**config.mk**
```make
export PLATFORM = sky130hd
export DESIGN_NAME = uart_rx_param_flat
export DESIGN_NICKNAME = d
export VERILOG_FILES = /design/src/rtl/uart_pkg.sv /design/src/rtl/uart_rx_param_if.sv /design/src/rtl/uart_baud_tick.sv /design/src/rtl/uart_rx_param.sv /design/src/flat_wrapper.sv
export SDC_FILE = /design/constraint.sdc
export NUM_CORES = 1
export LEC_CHECK = 0
export BUFFER_PORTS_ARGS = -buffer_cell sky130_fd_sc_hd__buf_2
export CAP_MARGIN = 20
export CORE_MARGIN = 3
export CORE_UTILIZATION = 64
export CTS_CLUSTER_SIZE = 8
export DETAILED_ROUTE_END_ITERATION = 12
export GPL_TIMING_DRIVEN = 0
export PLACE_DENSITY = 0.9
export SLEW_MARGIN = 20
export SYNTH_ARGS = -nofsm -noshare
export SYNTH_HDL_FRONTEND = slang
export SYNTH_SLANG_ARGS = --single-unit
```
**constraint.sdc**
```tcl
create_clock -name CLK50MHz -period 4.3 [get_ports CLK50MHz]
set_input_delay 0.215 -clock CLK50MHz [delete_from_list [all_inputs] [get_ports CLK50MHz]]
set_output_delay 0.215 -clock CLK50MHz [all_outputs]
set_load 0.05 [all_outputs]
```
**src/rtl/uart_pkg.sv**
```systemverilog
// Shared definitions for the parametrised UART blocks.
//   PAR_NONE/PAR_EVEN/PAR_ODD : parity mode encodings for the PARITY parameter
//   rx_state_e                : receiver FSM state encoding
//   calc_div()                : clocks per oversample tick, floor(clk/(baud*os))
package uart_pkg;

  localparam int unsigned PAR_NONE = 0;
  localparam int unsigned PAR_EVEN = 1;
  localparam int unsigned PAR_ODD  = 2;

  typedef enum logic [2:0] {
    ST_IDLE      = 3'd0,
    ST_START     = 3'd1,
    ST_DATA      = 3'd2,
    ST_PARITY    = 3'd3,
    ST_STOP      = 3'd4,
    ST_WAIT_HIGH = 3'd5
  } rx_state_e;

  function automatic int unsigned calc_div(input int unsigned clk_hz,
                                           input int unsigned baud,
                                           input int unsigned oversample);
    return clk_hz / (baud * oversample);
  endfunction

endpackage

```
**src/rtl/uart_rx_param_if.sv**
```systemverilog
// Receive-side bundle from the UART receiver to its consumer.
//   DATA       : last received payload, held until the next frame completes
//   VALID      : one-cycle strobe, DATA and the error flags were just updated
//   PARITY_ERR : parity mismatch on the delivered frame
//   FRAME_ERR  : a stop bit was sampled low on the delivered frame
//   BUSY       : receiver is not idle
// master = receiver (drives), slave = consumer.
interface uart_rx_param_if #(
  parameter int unsigned DATA_BITS = 8
);
  logic [DATA_BITS-1:0] DATA;
  logic                 VALID;
  logic                 PARITY_ERR;
  logic                 FRAME_ERR;
  logic                 BUSY;

  modport master (output DATA, VALID, PARITY_ERR, FRAME_ERR, BUSY);
  modport slave  (input  DATA, VALID, PARITY_ERR, FRAME_ERR, BUSY);
endinterface

```
**src/rtl/uart_baud_tick.sv**
```systemverilog
// Free-running divider producing a one-cycle tick every DIV clocks.
//   clk   : system clock
//   rst_n : asynchronous active-low reset
//   tick  : one-cycle pulse, period DIV clocks (constant high when DIV == 1)
module uart_baud_tick #(
  parameter int unsigned DIV = 1
) (
  input  logic clk,
  input  logic rst_n,
  output logic tick
);

  localparam int unsigned CW = (DIV > 1) ? $clog2(DIV) : 1;

  logic [CW-1:0] cnt_q, cnt_d;
  logic          wrap;

  always_comb begin
    wrap  = (cnt_q == CW'(DIV - 1));
    cnt_d = wrap ? '0 : cnt_q + CW'(1);
  end

  always_ff @(posedge clk or negedge rst_n) begin
    if (!rst_n) begin
      cnt_q <= '0;
    end else begin
      cnt_q <= cnt_d;
    end
  end

  assign tick = wrap;

endmodule

```
**src/rtl/uart_rx_param.sv**
```systemverilog
// Parametrised oversampling UART receiver.
//   CLK50MHz : system clock, rising edge
//   RESET_N  : asynchronous active-low reset
//   RX       : serial line, asynchronous, idle high
//   rx_if    : master side of uart_rx_param_if (DATA, VALID, PARITY_ERR,
//              FRAME_ERR, BUSY)
// Start-bit glitch rejection at the start midpoint, mid-bit sampling of
// data/parity/stop, and a WAIT_HIGH state after a framing error so a held-low
// line (break) cannot launch a new frame until it returns high.
module uart_rx_param
  import uart_pkg::*;
#(
  parameter int unsigned CLK_HZ     = 50000000,
  parameter int unsigned BAUD       = 9600,
  parameter int unsigned OVERSAMPLE = 16,
  parameter int unsigned DATA_BITS  = 8,
  parameter int unsigned PARITY     = 0,
  parameter int unsigned STOP_BITS  = 1
) (
  input  logic            CLK50MHz,
  input  logic            RESET_N,
  input  logic            RX,
  uart_rx_param_if.master rx_if
);

  localparam int unsigned DIV = calc_div(CLK_HZ, BAUD, OVERSAMPLE);
  localparam int unsigned SW  = $clog2(OVERSAMPLE);
  localparam int unsigned IW  = $clog2(DATA_BITS);

  localparam logic [SW-1:0] HALF_M1   = SW'(OVERSAMPLE / 2 - 1);
  localparam logic [SW-1:0] FULL_M1   = SW'(OVERSAMPLE - 1);
  localparam logic [IW-1:0] LAST_BIT  = IW'(DATA_BITS - 1);
  localparam logic [IW-1:0] LAST_STOP = IW'(STOP_BITS - 1);

  if (DIV == 0) begin : g_err_div
    $error("uart_rx_param: CLK_HZ/(BAUD*OVERSAMPLE) must be at least 1");
  end
  if ((OVERSAMPLE < 4) || (OVERSAMPLE % 2 != 0)) begin : g_err_os
    $error("uart_rx_param: OVERSAMPLE must be even and >= 4");
  end
  if ((DATA_BITS < 5) || (DATA_BITS > 9)) begin : g_err_db
    $error("uart_rx_param: DATA_BITS must be in 5..9");
  end
  if (PARITY > PAR_ODD) begin : g_err_par
    $error("uart_rx_param: PARITY must be 0, 1 or 2");
  end
  if ((STOP_BITS < 1) || (STOP_BITS > 2)) begin : g_err_sb
    $error("uart_rx_param: STOP_BITS must be 1 or 2");
  end

  logic tick;

  uart_baud_tick #(
    .DIV (DIV)
  ) u_tick (
    .clk   (CLK50MHz),
    .rst_n (RESET_N),
    .tick  (tick)
  );

  // Two-flop synchroniser; both stages reset to the idle (high) level.
  logic rx_meta_q, rx_meta_d;
  logic rx_s_q, rx_s_d;

  rx_state_e            state_q, state_d;
  logic [SW-1:0]        samp_cnt_q, samp_cnt_d;
  logic [IW-1:0]        bit_idx_q, bit_idx_d;
  logic [DATA_BITS-1:0] shreg_q, shreg_d;
  logic                 perr_q, perr_d;
  logic                 ferr_q, ferr_d;
  logic [DATA_BITS-1:0] data_q, data_d;
  logic                 valid_q, valid_d;
  logic                 perr_out_q, perr_out_d;
  logic                 ferr_out_q, ferr_out_d;
  logic                 frame_ferr;

  always_comb begin
    rx_meta_d = RX;
    rx_s_d    = rx_meta_q;
  end

  always_comb begin
    state_d    = state_q;
    samp_cnt_d = samp_cnt_q;
    bit_idx_d  = bit_idx_q;
    shreg_d    = shreg_q;
    perr_d     = perr_q;
    ferr_d     = ferr_q;
    data_d     = data_q;
    perr_out_d = perr_out_q;
    ferr_out_d = ferr_out_q;
    valid_d    = 1'b0;
    frame_ferr = ferr_q | ~rx_s_q;

    if (tick) begin
      case (state_q)
        ST_IDLE: begin
          if (!rx_s_q) begin
            samp_cnt_d = '0;
            state_d    = ST_START;
          end
        end

        ST_START: begin
          if (samp_cnt_q == HALF_M1) begin
            if (rx_s_q) begin
              state_d = ST_IDLE;
            end else begin
              // From here every later sample lands a full bit later, i.e.
              // on the midpoint of the next bit.
              samp_cnt_d = '0;
              bit_idx_d  = '0;
              perr_d     = 1'b0;
              ferr_d     = 1'b0;
              state_d    = ST_DATA;
            end
          end else begin
            samp_cnt_d = samp_cnt_q + SW'(1);
          end
        end

        ST_DATA: begin
          if (samp_cnt_q == FULL_M1) begin
            shreg_d[bit_idx_q] = rx_s_q;
            samp_cnt_d         = '0;
            if (bit_idx_q == LAST_BIT) begin
              bit_idx_d = '0;
              state_d   = (PARITY != PAR_NONE) ? ST_PARITY : ST_STOP;
            end else begin
              bit_idx_d = bit_idx_q + IW'(1);
            end
          end else begin
            samp_cnt_d = samp_cnt_q + SW'(1);
          end
        end

        ST_PARITY: begin
          if (samp_cnt_q == FULL_M1) begin
            perr_d     = (PARITY == PAR_ODD) ? ~^{shreg_q, rx_s_q}
                                             :  ^{shreg_q, rx_s_q};
            samp_cnt_d = '0;
            state_d    = ST_STOP;
          end else begin
            samp_cnt_d = samp_cnt_q + SW'(1);
          end
        end

        ST_STOP: begin
          if (samp_cnt_q == FULL_M1) begin
            samp_cnt_d = '0;
            ferr_d     = frame_ferr;
            if (bit_idx_q == LAST_STOP) begin
              // Outputs are registered here, so VALID appears on the clock
              // after the final stop-bit sample.
              bit_idx_d  = '0;
              data_d     = shreg_q;
              perr_out_d = perr_q;
              ferr_out_d = frame_ferr;
              valid_d    = 1'b1;
              state_d    = frame_ferr ? ST_WAIT_HIGH : ST_IDLE;
            end else begin
              bit_idx_d = bit_idx_q + IW'(1);
            end
          end else begin
            samp_cnt_d = samp_cnt_q + SW'(1);
          end
        end

        ST_WAIT_HIGH: begin
          if (rx_s_q) begin
            state_d = ST_IDLE;
          end
        end

        default: begin
          state_d = ST_IDLE;
        end
      endcase
    end
  end

  always_ff @(posedge CLK50MHz or negedge RESET_N) begin
    if (!RESET_N) begin
      rx_meta_q  <= 1'b1;
      rx_s_q     <= 1'b1;
      state_q    <= ST_IDLE;
      samp_cnt_q <= '0;
      bit_idx_q  <= '0;
      shreg_q    <= '0;
      perr_q     <= 1'b0;
      ferr_q     <= 1'b0;
      data_q     <= '0;
      valid_q    <= 1'b0;
      perr_out_q <= 1'b0;
      ferr_out_q <= 1'b0;
    end else begin
      rx_meta_q  <= rx_meta_d;
      rx_s_q     <= rx_s_d;
      state_q    <= state_d;
      samp_cnt_q <= samp_cnt_d;
      bit_idx_q  <= bit_idx_d;
      shreg_q    <= shreg_d;
      perr_q     <= perr_d;
      ferr_q     <= ferr_d;
      data_q     <= data_d;
      valid_q    <= valid_d;
      perr_out_q <= perr_out_d;
      ferr_out_q <= ferr_out_d;
    end
  end

  assign rx_if.DATA       = data_q;
  assign rx_if.VALID      = valid_q;
  assign rx_if.PARITY_ERR = perr_out_q;
  assign rx_if.FRAME_ERR  = ferr_out_q;
  assign rx_if.BUSY       = (state_q != ST_IDLE);

endmodule

```
**src/flat_wrapper.sv**
```systemverilog
// flat-port wrapper written by rule: the top's interface ports become plain ports
module uart_rx_param_flat import uart_pkg::*;
#(
  parameter int unsigned CLK_HZ     = 50000000,
  parameter int unsigned BAUD       = 9600,
  parameter int unsigned OVERSAMPLE = 16,
  parameter int unsigned DATA_BITS  = 8,
  parameter int unsigned PARITY     = 0,
  parameter int unsigned STOP_BITS  = 1
)
  (CLK50MHz, RESET_N, RX, rx_if_DATA, rx_if_VALID, rx_if_PARITY_ERR, rx_if_FRAME_ERR, rx_if_BUSY);
  uart_rx_param_if #(.DATA_BITS(DATA_BITS)) rx_if_i ();
  input  logic CLK50MHz;
  input  logic RESET_N;
  input  logic RX;
  output wire logic [$bits(rx_if_i.DATA)-1:0] rx_if_DATA;
  output wire logic [$bits(rx_if_i.VALID)-1:0] rx_if_VALID;
  output wire logic [$bits(rx_if_i.PARITY_ERR)-1:0] rx_if_PARITY_ERR;
  output wire logic [$bits(rx_if_i.FRAME_ERR)-1:0] rx_if_FRAME_ERR;
  output wire logic [$bits(rx_if_i.BUSY)-1:0] rx_if_BUSY;
  assign rx_if_DATA = rx_if_i.DATA;
  assign rx_if_VALID = rx_if_i.VALID;
  assign rx_if_PARITY_ERR = rx_if_i.PARITY_ERR;
  assign rx_if_FRAME_ERR = rx_if_i.FRAME_ERR;
  assign rx_if_BUSY = rx_if_i.BUSY;
  uart_rx_param #(.CLK_HZ(CLK_HZ), .BAUD(BAUD), .OVERSAMPLE(OVERSAMPLE), .DATA_BITS(DATA_BITS), .PARITY(PARITY), .STOP_BITS(STOP_BITS)) u_core (.CLK50MHz(CLK50MHz), .RESET_N(RESET_N), .RX(RX), .rx_if(rx_if_i));
endmodule
```
Yosys cells after proc, flatten, opt, wreduce, memory -nomap -nowiden --
Index checks and enable logic that the tools add are counted. W data, S select, Z words.
Word-level totals: register bits 42, bits in latches 0, memory bits (writable) 0, ROM bits 0, bits of input ports 3, output and inout port bits 12, word-level logic and storage cells 91, memories kept 0
Cells by class: add/sub/neg operators 3, multiply operators 0, divide/modulo/power cells 0, $lt $le $gt $ge 2, eq/ne operators 18, shift operators 0, mux-type cells 36, bitwise logic cells 2, reduce and logical (&&, ||, !) cells 17
Operators with widths (number):
- $mux W3 | 15
- $pmux W3 S6 | 1
- $ne A2 B1 Y1 const B | 7
- $mux W4 | 3
- $pmux W4 S3 | 1
- $reduce_and A5 Y1 | 2
- $add A9 B1 Y9 const B | 1
- $eq A3 B3 Y1 const B | 3
- $eq A9 B9 Y1 const B | 1
- $mux W1 | 9
- $mux W9 | 1
- $pmux W3 S3 | 1
- $reduce_and A9 Y1 | 1
- $reduce_bool A3 Y1 | 3
- $reduce_xor A9 Y1 | 1
- $bwmux W8 | 1
- $eq A3 B2 Y1 const B | 2
- $logic_not A3 Y1 | 2
- $reduce_and A6 Y1 | 1
- $add A4 B1 Y4 const B | 1
- $eq A4 B3 Y1 const B | 1
- $eq A4 B4 Y1 const B | 1
- $lt A3 B4 Y1 const B | 1
- $ne A2 B2 Y1 const B | 2
- 14 further kinds | 16

Depth between registers and ports, before layout --
word-level depth 6, mapped depth 9, mapped depth without buffers 7

Cells and area by module --
A second synthesis with hierarchy kept.
Second synthesis, totals: cell total of the unflattened synthesis 202, area total of the unflattened synthesis 2222.1 um^2
By module, submodules not included:
- uart_rx_param | times used 1, cells each 161, area each 1798.0 um^2, seq. area each 828.3 um^2
- uart_baud_tick | times used 1, cells each 41, area each 424.2 um^2, seq. area each 225.2 um^2

Worst setup path before layout --
OpenSTA, ideal clock, no wires.
path kind flip-flop to flip-flop, from register u_core.u_tick.cnt_q[5], to register u_core.data_q[1] (netlist: u_core.rx_if.DATA[1]), library setup time 125 ps, arrival 2086 ps, data required time 4175 ps, path slack 2089 ps, cell stages (with the launch flop) 7, clock period less this slack 2211 ps, cells stage by stage dfrtp_1 or4b_4 or2_1 buf_6 nor4_4 buf_6 mux2_2
Between the ends: cells in the longest elaborated chain, start to end 2
RTL lines:
- from (decl) | RTL line uart_baud_tick.sv:15 | logic [CW-1:0] cnt_q, cnt_d;
- from (signal assigned) | RTL line uart_baud_tick.sv:27 | cnt_q <= cnt_d;
- $eq A9 B9 Y1 | RTL line uart_baud_tick.sv:19 | wrap = (cnt_q == CW'(DIV - 1));
- $reduce_and A4 Y1 (no line)
- to (signal assigned) | RTL line uart_rx_param.sv:205 | data_q <= data_d;
- to (decl) | RTL line uart_rx_param.sv:71 | logic [DATA_BITS-1:0] data_q, data_d;
No other way between the ends. A chain may end at the register's enable or synchronous reset.

Final worst setup path --
from register u_core.state_q[2], to register u_core.shreg_q[4]
Between the ends: cells in the longest elaborated chain, start to end 2
RTL lines:
- from (decl) | RTL line uart_rx_param.sv:65 | rx_state_e state_q, state_d;
- from (signal assigned) | RTL line uart_rx_param.sv:199 | state_q <= state_d;
- $eq A3 B2 Y1 | RTL line uart_rx_param.sv:96 | case (state_q)
- $reduce_and A3 Y1 (no line)
- to (signal assigned) | RTL line uart_rx_param.sv:202 | shreg_q <= shreg_d;
- to (decl) | RTL line uart_rx_param.sv:68 | logic [DATA_BITS-1:0] shreg_q, shreg_d;
No other way between the ends.

==> metrics.md <==
| Metric | Value |
|---|---|
| Worst Path Max Fanout | 10 |
| Residual DRC | 0 |
| Crit path depth | 6 |
| Wire length of the first global-routing pass | 7480 um |
| Yosys reg bits | 42 |
| Final net count | 236 |
| Critical Path Start Type | register |
| Htree depth | 2 |
| Num rows | 20 |
| Worst-path clk slew | 0.13 ns |
| Post-synth EDFFs | 0 |
| Hpwl dp | 2990 um |
| N_diodes | 0 |
| Fillers | 213 |
| Reg2reg setup slack | 1.89 ns |
| Max-slew violations | 0 |
| Initial core utilization | 69.4% |
| Worst VDD drop | 276 uV |
| FMAX | 0.414 GHz |
| Max-cap viol count | 0 |
| Mapped Nets | 213 |
| Crit Path Class | reg2reg |
| Final hold viol count | 0 |
| Synthesis Warnings | 0 |
| Starting DRC count in detailed routing | 83 |
| Slowest stage delay, CP | 0.56 ns |
| Crit end category | register |
| Clk sink count | 42 |
| Worst Max-Slew Pin Slew | 0.898 ns |
| Mapped cell area | 2210 um^2 |
| Cells after synthesis | 204 |
| Crit path max-delay family | simple AND/OR/NAND/NOR gates |
| Clock Skew | 0.0212 ns |
| Via Count | 1580 |
| Placer congestion estimate | 0.825 |
| Share of layout cells above drive strength 1 | 21.9% |
| Final WL | 4100 um |
| RSZ-0062 raised after global routing | false |
| Root Driver | clkbuf_4 |
| Vias in the first global route | 1623 |
| Tot GR Track Use | 23.8% |
| Port bufs | 14 |
| Worst path required time | 4.57 ns |
| CP Cell Sequence | clkbuf_1 -> or3b_2 -> nor4_1 -> nand2_1 -> nor3b_1 -> mux2_2 |
| PwrDens | 273 nW/um^2 |
| Vias per cell | 5.81 |
| Clk buf depth | 2 |
| R2R cell count | 6 |
| Syn Area/Cell | 10.8 um^2 |
| Die ar. | 4190 um^2 |
| Die H | 64.7 um |
| Max-slew headroom | 40.1% |
| # setup viols final | 0 |
| Core area | 3180 um^2 |
| Crit path DAT | 2.69 ns |
| Insertion delay to the later sink of the worst-skew pair | 0.37 ns |
| Most common flop cell mapped by yosys | dfrtp_1 |
| Total grt overflow | 0 |
| WHS | 0.367 ns |
| Area Growth Syn to Fin | 10.1% |
| Tcrit/Tclk final | 56.1% |
| Buf+Inv Stages, Crit Path | 1 |
| Initial DRT Pass Iterations | 4 |
| Status | finished clean |
| Post-detailed-route wirelength per cell | 15.1 um |
| Detail Route Antenna Nets | 0 |
| Tmin final | 2.41 ns |
| Seq/Total Area, Yosys | 47.7% |
| Cell variety after synth | 41 |
| Initial antenna violation count | 0 |
| Setup TNS | 0 ns |
| Min-delay worst type | reg2reg |
| Num CTS Buffers | 5 |
| CTS tree | yes |
| Async S/R FF share, synth | 100% |
| I/O Pins | 15 |
| Hold depth | 0 |
| Post-cts resize count | 0 |
| Largest net degree at the start of global routing | 43 |
| Leakage | 1.16 nW |
| Die width | 64.7 um |
| CP max-delay cell | or3b_2 |
==> sequential cells by signal, summed over array words and instances, names as in the netlist <==
| name | cells |
|---|---|
| u_core.rx_meta_q | 1 |
| u_core.state_q | 3 |
| u_core.rx_if.VALID | 1 |
| u_core.rx_s_q | 1 |
| u_core.bit_idx_q | 3 |
| u_core.rx_if.DATA | 8 |
| u_core.ferr_q | 1 |
| u_core.u_tick.cnt_q | 9 |
| u_core.samp_cnt_q | 4 |
| u_core.rx_if.FRAME_ERR | 1 |
| u_core.rx_if.PARITY_ERR | 1 |
| u_core.shreg_q | 8 |
| u_core.perr_q | 1 |
==> kinds of logic after synthesis <==
group / count (synthesis) / share of synthesized area [%]
and+or+nand+nor: 74 / 18.9
DFF: 42 / 47.7
AOI/OAI and AO/OA: 29 / 9.41
muxes: 21 / 10.7
buffers and inverters: 18 / 3.74
xor gates and xnor gates: 14 / 6.18
adders and majority gates: 6 / 3.40
==> Yosys cell counts, types with 2 or more instances <==
cell type / instances / area (um^2)
dfrtp_1: 40 / 1000
mux2_2: 20 / 225
nor2_1: 16 / 60.1
nand2_1: 13 / 48.8
nand3_1: 10 / 50.1
xnor2_1: 9 / 78.8
clkbuf_1: 8 / 30.0
inv_1: 8 / 30.0
o21ai_0: 8 / 40.0
a21oi_1: 6 / 30.0
ha_1: 6 / 75.1
and3_1: 5 / 31.3
and2_1: 4 / 25.0
nor2b_1: 4 / 25.0
xor2_1: 4 / 35.0
a21o_1: 3 / 22.5
a31oi_1: 3 / 18.8
nand4_1: 3 / 18.8
nor3b_1: 3 / 22.5
a22o_1: 2 / 17.5
buf_6: 2 / 22.5
dfstp_2: 2 / 52.6
nand3b_1: 2 / 15.0
nand4b_1: 2 / 17.5
nor3_1: 2 / 10.0
nor4_1: 2 / 12.5
o22ai_1: 2 / 12.5
or3_1: 2 / 12.5
==> per-layer routing <==
| metal | global-route usage [%] | up-vias | share of wire [%] |
|---|---|---|---|
| met2 | 39.8 | 35 | 49 |
| met4 | 10.8 | 0 | 2.3 |
| met5 | 0 | - | 0 |
| met1 | 28.6 | 763 | 44 |
| met3 | 6.24 | 8 | 4.5 |
| li1 | - | 774 | - |
==> area by class of cell <==
type                       instances  area, um^2  area share, %
multi-input combinational        144        1070           44.1
tap                               44        55.1           2.26
buffer                            10        52.6           2.16
clock inverter                     2        37.5           1.54
timing repair buffer              16        90.1           3.71
inverter                           8        30.0           1.24
clock buffer                       6        41.3           1.70
sequential                        42        1050           43.3
==> worst paths after layout <==
path | startpoint | to
max in group asynchronous | RESET_N | u_core.samp_cnt_q[3]
setup / recovery | u_core.state_q[2] | u_core.shreg_q[4]
min in group asynchronous | RESET_N | u_core.shreg_q[7]
hold reg to reg | u_core.rx_meta_q | u_core.rx_s_q
hold / removal | u_core.rx_meta_q | u_core.rx_s_q
setup reg to reg | u_core.state_q[2] | u_core.shreg_q[4]
==> layout by cell type, fill, tap and decap left out, types with 3 or more instances in the layout <==
| master | netlist | routed |
|---|---|---|
| a21o_1 | 3 | 3 |
| a21oi_1 | 6 | 6 |
| a31oi_1 | 3 | 3 |
| and2_1 | 4 | 4 |
| and3_1 | 5 | 5 |
| buf_2 | 0 | 14 |
| clkbuf_1 | 8 | 9 |
| clkbuf_4 | 0 | 5 |
| dfrtp_1 | 40 | 40 |
| ha_1 | 6 | 6 |
| inv_1 | 8 | 8 |
| mux2_2 | 20 | 20 |
| nand2_1 | 13 | 13 |
| nand3_1 | 10 | 10 |
| nand4_1 | 3 | 3 |
| nor2_1 | 16 | 16 |
| nor2b_1 | 4 | 4 |
| nor3b_1 | 3 | 3 |
| o21ai_0 | 8 | 8 |
| xnor2_1 | 9 | 9 |
| xor2_1 | 4 | 4 |
==> power by group <==
group	leakage [nW]	internal, mW	total (mW)	switching, mW
Sequential	0.566	0.397	0.397	0.000291
Combinational	0.556	0.00349	0.0151	0.0116
Clock	0.0385	0.123	0.251	0.128
==> through the flow <==
step	area, um^2	setup slack [ns]	instances	power (mW)	utilization, %
6_report	2430	1.89	272	0.662	76.5
3_5_place_dp	2330	1.90	262	0.419	73.4
4_1_cts	2430	1.89	272	0.668	76.5
3_3_place_gp	2330	1.86	262	0.418	73.4
2_1_floorplan	2210	2.09	204	0.409	-
5_1_grt	2430	1.68	272	0.690	76.5
==> repair_timing <==
action | 4_1_cts | 5_1_grt
endpoints found under the hold margin | 26 | 0
setup buffers | 0 | 0
hold buffers | 2 | 0
Power figures use the tool's default switching activity.
